===== src/rtl/uart_pkg.sv =====
// ============================================================================
// Module : uart_pkg
// Brief  : Shared scheduler state encoding and default word/message sizing.
// Rev    : 1.0  initial release
// ============================================================================
`default_nettype none

package uart_pkg;

    typedef enum logic [1:0] {
        IDLE   = 2'd0,
        START  = 2'd1,
        WAIT   = 2'd2,
        FINISH = 2'd3
    } state_t;

    localparam int UART_DBITS     = 8;
    localparam int UART_MSG_BYTES = 4;

endpackage

`default_nettype wire


===== src/rtl/rr_arbiter.sv =====
// ============================================================================
// Module : rr_arbiter
// Brief  : Round-robin one-hot selector, search begins just after 'last'.
// Rev    : 1.0  initial release
// ============================================================================
`default_nettype none

module rr_arbiter #(
    parameter int NREQ = 2
) (
    input  logic [NREQ-1:0]         req,
    input  logic [$clog2(NREQ)-1:0] last,
    output logic [NREQ-1:0]         grant
);

    localparam int LW = $clog2(NREQ);

    logic [LW-1:0] idx;
    logic          found;

    // Explicit wrap keeps non-power-of-two requester counts correct.
    always_comb begin
        grant = '0;
        found = 1'b0;
        idx   = last;
        for (int i = 0; i < NREQ; i++) begin
            idx = (idx == LW'(NREQ - 1)) ? '0 : idx + LW'(1);
            if (!found && req[idx]) begin
                grant[idx] = 1'b1;
                found      = 1'b1;
            end
        end
    end

endmodule

`default_nettype wire


===== src/rtl/uart_tx_scheduler.sv =====
// ============================================================================
// Module : uart_tx_scheduler
// Brief  : Arbitrates multi-word messages from NREQ requesters onto one UART.
// Macro  : UART_SCHED_TIMEOUT_EN adds a tx_done watchdog that raises err.
// Rev    : 1.0  initial release
// ============================================================================
`default_nettype none

module uart_tx_scheduler
    import uart_pkg::*;
#(
    parameter int NREQ           = 2,
    parameter int DBITS          = UART_DBITS,
    parameter int MSG_BYTES      = UART_MSG_BYTES,
    parameter int TIMEOUT_CYCLES = 2_000_000
) (
    input  logic                            clk_100MHz,
    input  logic                            reset_n,
    input  logic [NREQ-1:0]                 req,
    input  logic [NREQ*DBITS*MSG_BYTES-1:0] req_data,
    output logic [NREQ-1:0]                 grant,
    output logic [NREQ-1:0]                 done,
    output logic                            busy,
    output logic                            tx_start,
    output logic [DBITS-1:0]                tx_data,
    input  logic                            tx_done,
    output logic                            err
);

    localparam int MSG_W = DBITS * MSG_BYTES;
    localparam int LW    = $clog2(NREQ);
    localparam int CW    = $clog2(MSG_BYTES + 1);

    if (NREQ < 2 || NREQ > 8 || TIMEOUT_CYCLES < 1) begin : g_bad_params
        $error("uart_tx_scheduler: NREQ must be 2..8 and TIMEOUT_CYCLES >= 1");
    end

    state_t           state_q, state_d;
    logic [NREQ-1:0]  grant_q, grant_d, done_q, done_d, arb_grant;
    logic [LW-1:0]    last_q, last_d, win_q, win_d, arb_idx;
    logic [MSG_W-1:0] shift_q, shift_d, arb_data;
    logic [CW-1:0]    cnt_q, cnt_d;
    logic [DBITS-1:0] txd_q, txd_d;
    logic             busy_q, busy_d, start_q, start_d;
    logic             timeout;

    rr_arbiter #(.NREQ(NREQ)) u_arb (
        .req   (req),
        .last  (last_q),
        .grant (arb_grant)
    );

    always_comb begin
        arb_idx  = '0;
        arb_data = '0;
        for (int i = 0; i < NREQ; i++) begin
            if (arb_grant[i]) begin
                arb_idx  = LW'(i);
                arb_data = req_data[i*MSG_W +: MSG_W];
            end
        end
    end

`ifdef UART_SCHED_TIMEOUT_EN
    localparam int WW = $clog2(TIMEOUT_CYCLES + 1);

    logic [WW-1:0] wd_q, wd_d;
    logic          err_q;

    // Watchdog only runs while waiting for the transmitter; any tx_done restarts it.
    assign timeout = (state_q == WAIT) && !tx_done && (wd_q == WW'(TIMEOUT_CYCLES - 1));
    assign wd_d    = ((state_q == WAIT) && !tx_done && !timeout) ? wd_q + WW'(1) : '0;

    always_ff @(posedge clk_100MHz or negedge reset_n) begin
        if (!reset_n) begin
            wd_q  <= '0;
            err_q <= 1'b0;
        end else begin
            wd_q  <= wd_d;
            err_q <= timeout;
        end
    end

    assign err = err_q;
`else
    assign timeout = 1'b0;
    assign err     = 1'b0;
`endif

    always_ff @(posedge clk_100MHz or negedge reset_n) begin
        if (!reset_n) begin
            state_q <= IDLE;
            grant_q <= '0;
            done_q  <= '0;
            last_q  <= LW'(NREQ - 1);
            win_q   <= '0;
            shift_q <= '0;
            cnt_q   <= '0;
            txd_q   <= '0;
            busy_q  <= 1'b0;
            start_q <= 1'b0;
        end else begin
            state_q <= state_d;
            grant_q <= grant_d;
            done_q  <= done_d;
            last_q  <= last_d;
            win_q   <= win_d;
            shift_q <= shift_d;
            cnt_q   <= cnt_d;
            txd_q   <= txd_d;
            busy_q  <= busy_d;
            start_q <= start_d;
        end
    end

    always_comb begin
        state_d = state_q;
        case (state_q)
            IDLE:    if (|req) state_d = START;
            START:   state_d = WAIT;
            WAIT: begin
                if (tx_done)      state_d = (cnt_q == CW'(1)) ? FINISH : START;
                else if (timeout) state_d = FINISH;
            end
            FINISH:  state_d = IDLE;
            default: state_d = IDLE;
        endcase
    end

    always_comb begin
        grant_d = grant_q;
        done_d  = '0;
        last_d  = last_q;
        win_d   = win_q;
        shift_d = shift_q;
        cnt_d   = cnt_q;
        txd_d   = txd_q;
        case (state_q)
            IDLE: begin
                if (|req) begin
                    grant_d = arb_grant;
                    win_d   = arb_idx;
                    shift_d = arb_data;
                    cnt_d   = CW'(MSG_BYTES);
                end
            end
            WAIT: begin
                if (tx_done && cnt_q != CW'(1)) begin
                    cnt_d   = cnt_q - CW'(1);
                    shift_d = shift_q << DBITS;
                end
            end
            FINISH: begin
                grant_d = '0;
                last_d  = win_q;
            end
            default: ;
        endcase
        if (state_q == WAIT && state_d == FINISH) done_d = grant_q;
        // tx_data is refreshed only when entering START, so it holds through WAIT.
        if (state_d == START) txd_d = shift_d[MSG_W-1 -: DBITS];
        start_d = (state_d == START);
        busy_d  = (state_d != IDLE);
    end

    assign grant    = grant_q;
    assign done     = done_q;
    assign busy     = busy_q;
    assign tx_start = start_q;
    assign tx_data  = txd_q;

endmodule

`default_nettype wire

===== config.mk =====
export PLATFORM = sky130hd
export DESIGN_NAME = uart_tx_scheduler
export DESIGN_NICKNAME = d
export VERILOG_FILES = /design/src/rtl/uart_pkg.sv /design/src/rtl/rr_arbiter.sv /design/src/rtl/uart_tx_scheduler.sv
export SDC_FILE = /design/constraint.sdc
export NUM_CORES = 1
export LEC_CHECK = 0
export BUFFER_PORTS_ARGS = -buffer_cell sky130_fd_sc_hd__buf_2
export CAP_MARGIN = 20
export CORE_ASPECT_RATIO = 1.25
export CORE_MARGIN = 2
export CORE_UTILIZATION = 50
export DETAILED_ROUTE_END_ITERATION = 8
export GPL_TIMING_DRIVEN = 0
export PLACE_DENSITY = 0.9
export SYNTH_ARGS = -nofsm -noshare
export SYNTH_HDL_FRONTEND = slang
export SYNTH_SLANG_ARGS = --single-unit

===== constraint.sdc =====
create_clock -name clk_100MHz -period 1.6 [get_ports clk_100MHz]
set_input_delay 0.16 -clock clk_100MHz [delete_from_list [all_inputs] [get_ports clk_100MHz]]
set_output_delay 0.16 -clock clk_100MHz [all_outputs]
set_load 0.03 [all_outputs]

==> results.json <==
{
  "num_rows": 28,
  "io_buffers": 82,
  "synthesis.nets": 324,
  "core_area_sq_mm": 0.00473,
  "ios": 84,
  "drv_cap": 0,
  "yosys.area.top_type": "dfrtp_1",
  "drtAntennaViolNets": 0,
  "dpl.cell_count": 395,
  "end_kind": "flop",
  "cts_tree": "done",
  "antenna_found_initial": 0,
  "fillers": 384,
  "p_total_mw": 5.84,
  "synth_cells": 253,
  "path_buf_inv": 3,
  "r2r_cells": 6,
  "synthArstFlopShare_pct": 100,
  "diodes": 0,
  "p_per_area_mw_per_mm2": 1810,
  "ys_seq_area_share_pct": 46.3,
  "synth_cell_type_count": 38,
  "whs_ps": 75.1,
  "seqPwrFrac_pct": 34.3,
  "insertion_delay_ps": 300,
  "grt_max_degree": 46,
  "status": "complete, but fails checks",
  "hold_class": "input port to flop",
  "relSlewSlack_pct": 61.3,
  "drv_slew": 0,
  "hpwlAfterDp_mm": 5.24,
  "first_pass_iters": 5,
  "hold_violations": 0,
  "post_drt_wl_per_cell_um": 18.4,
  "die-area_sq_mm": 0.00545,
  "ir_worst_vdd_uv": 929,
  "final_nets": 424,
  "fin_area_sq_mm": 0.00323,
  "synth_top_area_share_pct": 45.2,
  "skew_ps": 5.52,
  "synth_top_flop_cell": "dfrtp_1",
  "synth.area.top_cells": "dfrtp_1 (45%), nand3_1 (15%), o221ai_1 (6.1%)",
  "start_util_pct": 51.5,
  "crit_required_ps": 1790,
  "min_path_cells": 3,
  "final_cell_mix": "buf_2 (87), nand3_1 (74), dfrtp_1 (44), nand4_1 (16)",
  "avgSynthCellArea_sq_um": 9.62,
  "p_leak_nw": 1.52,
  "fp.dieH_um": 82.0,
  "grt-ovfl-total": 0,
  "cts_root_buf": "clkbuf_8",
  "path_cells": "buf_6 > or2_4 > a2bb2oi_4 > buf_12 > buf_12 > a221o_1",
  "syn2layout_area_growth_pct": 32.7,
  "viasPerCell": 6.34,
  "place_area_sq_mm": 0.00292,
  "period_minus_slack_ps": 1660,
  "die_width_um": 66.4,
  "combPwrFrac_pct": 54.0,
  "grt_usage_pct": 29.0,
  "grt_pass1_vias": 2391,
  "sw_frac_of_total_pct": 42.1,
  "min_period_over_period_pct": 104,
  "fin_ws_ps": -58.7,
  "path_max_fanout": 6,
  "gp_congestion": 0.899,
  "crit_cells": 6,
  "path_delay_family": "compound AO/OA/AOI/OAI gates",
  "worstMarginPinSlew_ps": 581,
  "final_util_pct": 68.3,
  "p_int_mw": 3.38,
  "startpoint_type": "flop",
  "violations": "negative setup slack",
  "ys_ff_latch": 45,
  "worstPathArrival_ps": 1850,
  "grt_pass1_wl_mm": 11.5,
  "p_sw_mw": 2.46,
  "path_class": "flop to flop",
  "cpPeakStageDelay_ps": 380,
  "pwr-share-clk_pct": 11.8,
  "routed_wl_mm": 7.62,
  "htree_levels": 2,
  "rsz0062_at_grt": "true",
  "cts.sinks": 45,
  "cp_slowest_cell": "dfrtp_1",
  "layout-drive-gt1-share_pct": 39.8,
  "yosysWarningCount": 0,
  "clkTransAtPathRegs_ps": 80,
  "clock.fmax_mhz": 603,
  "cts_buffer_depth": 2,
  "setup_viol": 7,
  "route.vias.total": 2624,
  "cts_buffers": 5,
  "layout_commonest_cell": "buf_2",
  "synth_edf_count": 0,
  "drt-initial-drc-count": 255,
  "drt_drc_violations_left": 0,
  "crit_path_frequent_cell": "buf_12",
  "fin_cells": 414,
  "netlist_area_sq_mm": 0.00243
}
==> what timing repair did <==
| item | 4_1_cts | 5_1_grt |
|---|---|---|
| endpoints found under the hold margin | 0 | 44 |
| hold buffers | 0 | 1 |
| endpoints found under the setup margin | 34 | 37 |
| pin swaps | 1 | 3 |
| resized for setup | 5 | 38 |
| setup buffers | 3 | 6 |
==> metrics by stage <==
stage / TNS [ps] / setup WS (ps)
after global routing: -646 / -80.8
after CTS: 0 / 0.187
after detailed placement: -1230 / -122
final: -380 / -58.7
after floorplan: 0 / 159
after global placement: -554 / -60.7
==> worst min-delay path: cells and delay by family <==
family / cells / cell delay [ps]
AND/OR/NAND/NOR: 2 / 110
buffers and inverters: 1 / 80
==> cell usage after synthesis, drive strengths merged, types with 2 or more instances <==
| cell type | instances |
|---|---|
| nand3 | 74 |
| or2 | 2 |
| inv | 13 |
| a221o | 8 |
| buf | 19 |
| and3 | 11 |
| o21ai | 4 |
| nand2 | 3 |
| clkbuf | 9 |
| dfrtp | 44 |
| o221ai | 17 |
| nor3b | 2 |
| nor2 | 4 |
| o2111ai | 8 |
| nand4 | 16 |
| nor2b | 2 |
| ha | 2 |
| nand2b | 2 |
==> kinds of logic (layout without fill, tap and decap cells) <==
group	count (synthesis)	count (layout)	share of synthesized area [%]
AND/OR/NAND/NOR	119	119	27.3
multiplexers	1	1	0.462
flip-flops	45	45	46.3
buffers and inverters	41	142	8.48
other	1	1	0.154
adder cells (fa/ha/maj)	2	2	1.03
AO/OA/AOI/OAI	44	44	16.3
==> registers in the layout (all words and copies together) (netlist names) <==
signal and cells:
shift_q 24, tx_data 8, cnt_q 3, done 2
grant 2, state_q 2, busy 1, last_q 1
tx_start 1, win_q 1
==> routing by layer <==
metal	GRT usage [%]	up-vias	part of all wire, %
met2	50.9	165	51
li1	-	1165	-
met3	4.93	24	8.1
met1	34.2	1270	38
met5	0	-	0
met4	13.7	0	3.2
==> final cells by class <==
cell class | instances | area [sq um] | area share, %
inverter | 13 | 53.8 | 1.67
clock buffer | 8 | 80.1 | 2.48
sequential | 45 | 1130 | 34.9
tap | 60 | 75.1 | 2.32
timing repair buffer | 93 | 546 | 16.9
multi-input combinational | 167 | 1150 | 35.6
buffer | 28 | 199 | 6.16
==> path summary, 6_finish.rpt <==
path                               from           to  slack [ps]
max                          state_q[1]   shift_q[3]         -60
min                        req_data[54]  shift_q[22]          80
max reg2reg                  state_q[1]   shift_q[3]         -60
min reg2reg                       win_q        win_q         510
max in group asynchronous       reset_n       last_q         900
min in group asynchronous       reset_n   state_q[1]         210
==> power by group through the flow <==
stage | sequential (mW) | clock [mW] | combinational, mW
after global placement | 1.95 | 0 | 2.55
after detailed placement | 1.98 | 0 | 2.66
after floorplan | 2.19 | 0 | 1.67
after global routing | 2.03 | 0.737 | 3.39
final | 2.00 | 0.688 | 3.15
after CTS | 1.96 | 0.688 | 2.80
(Power assumes the default switching activity.)
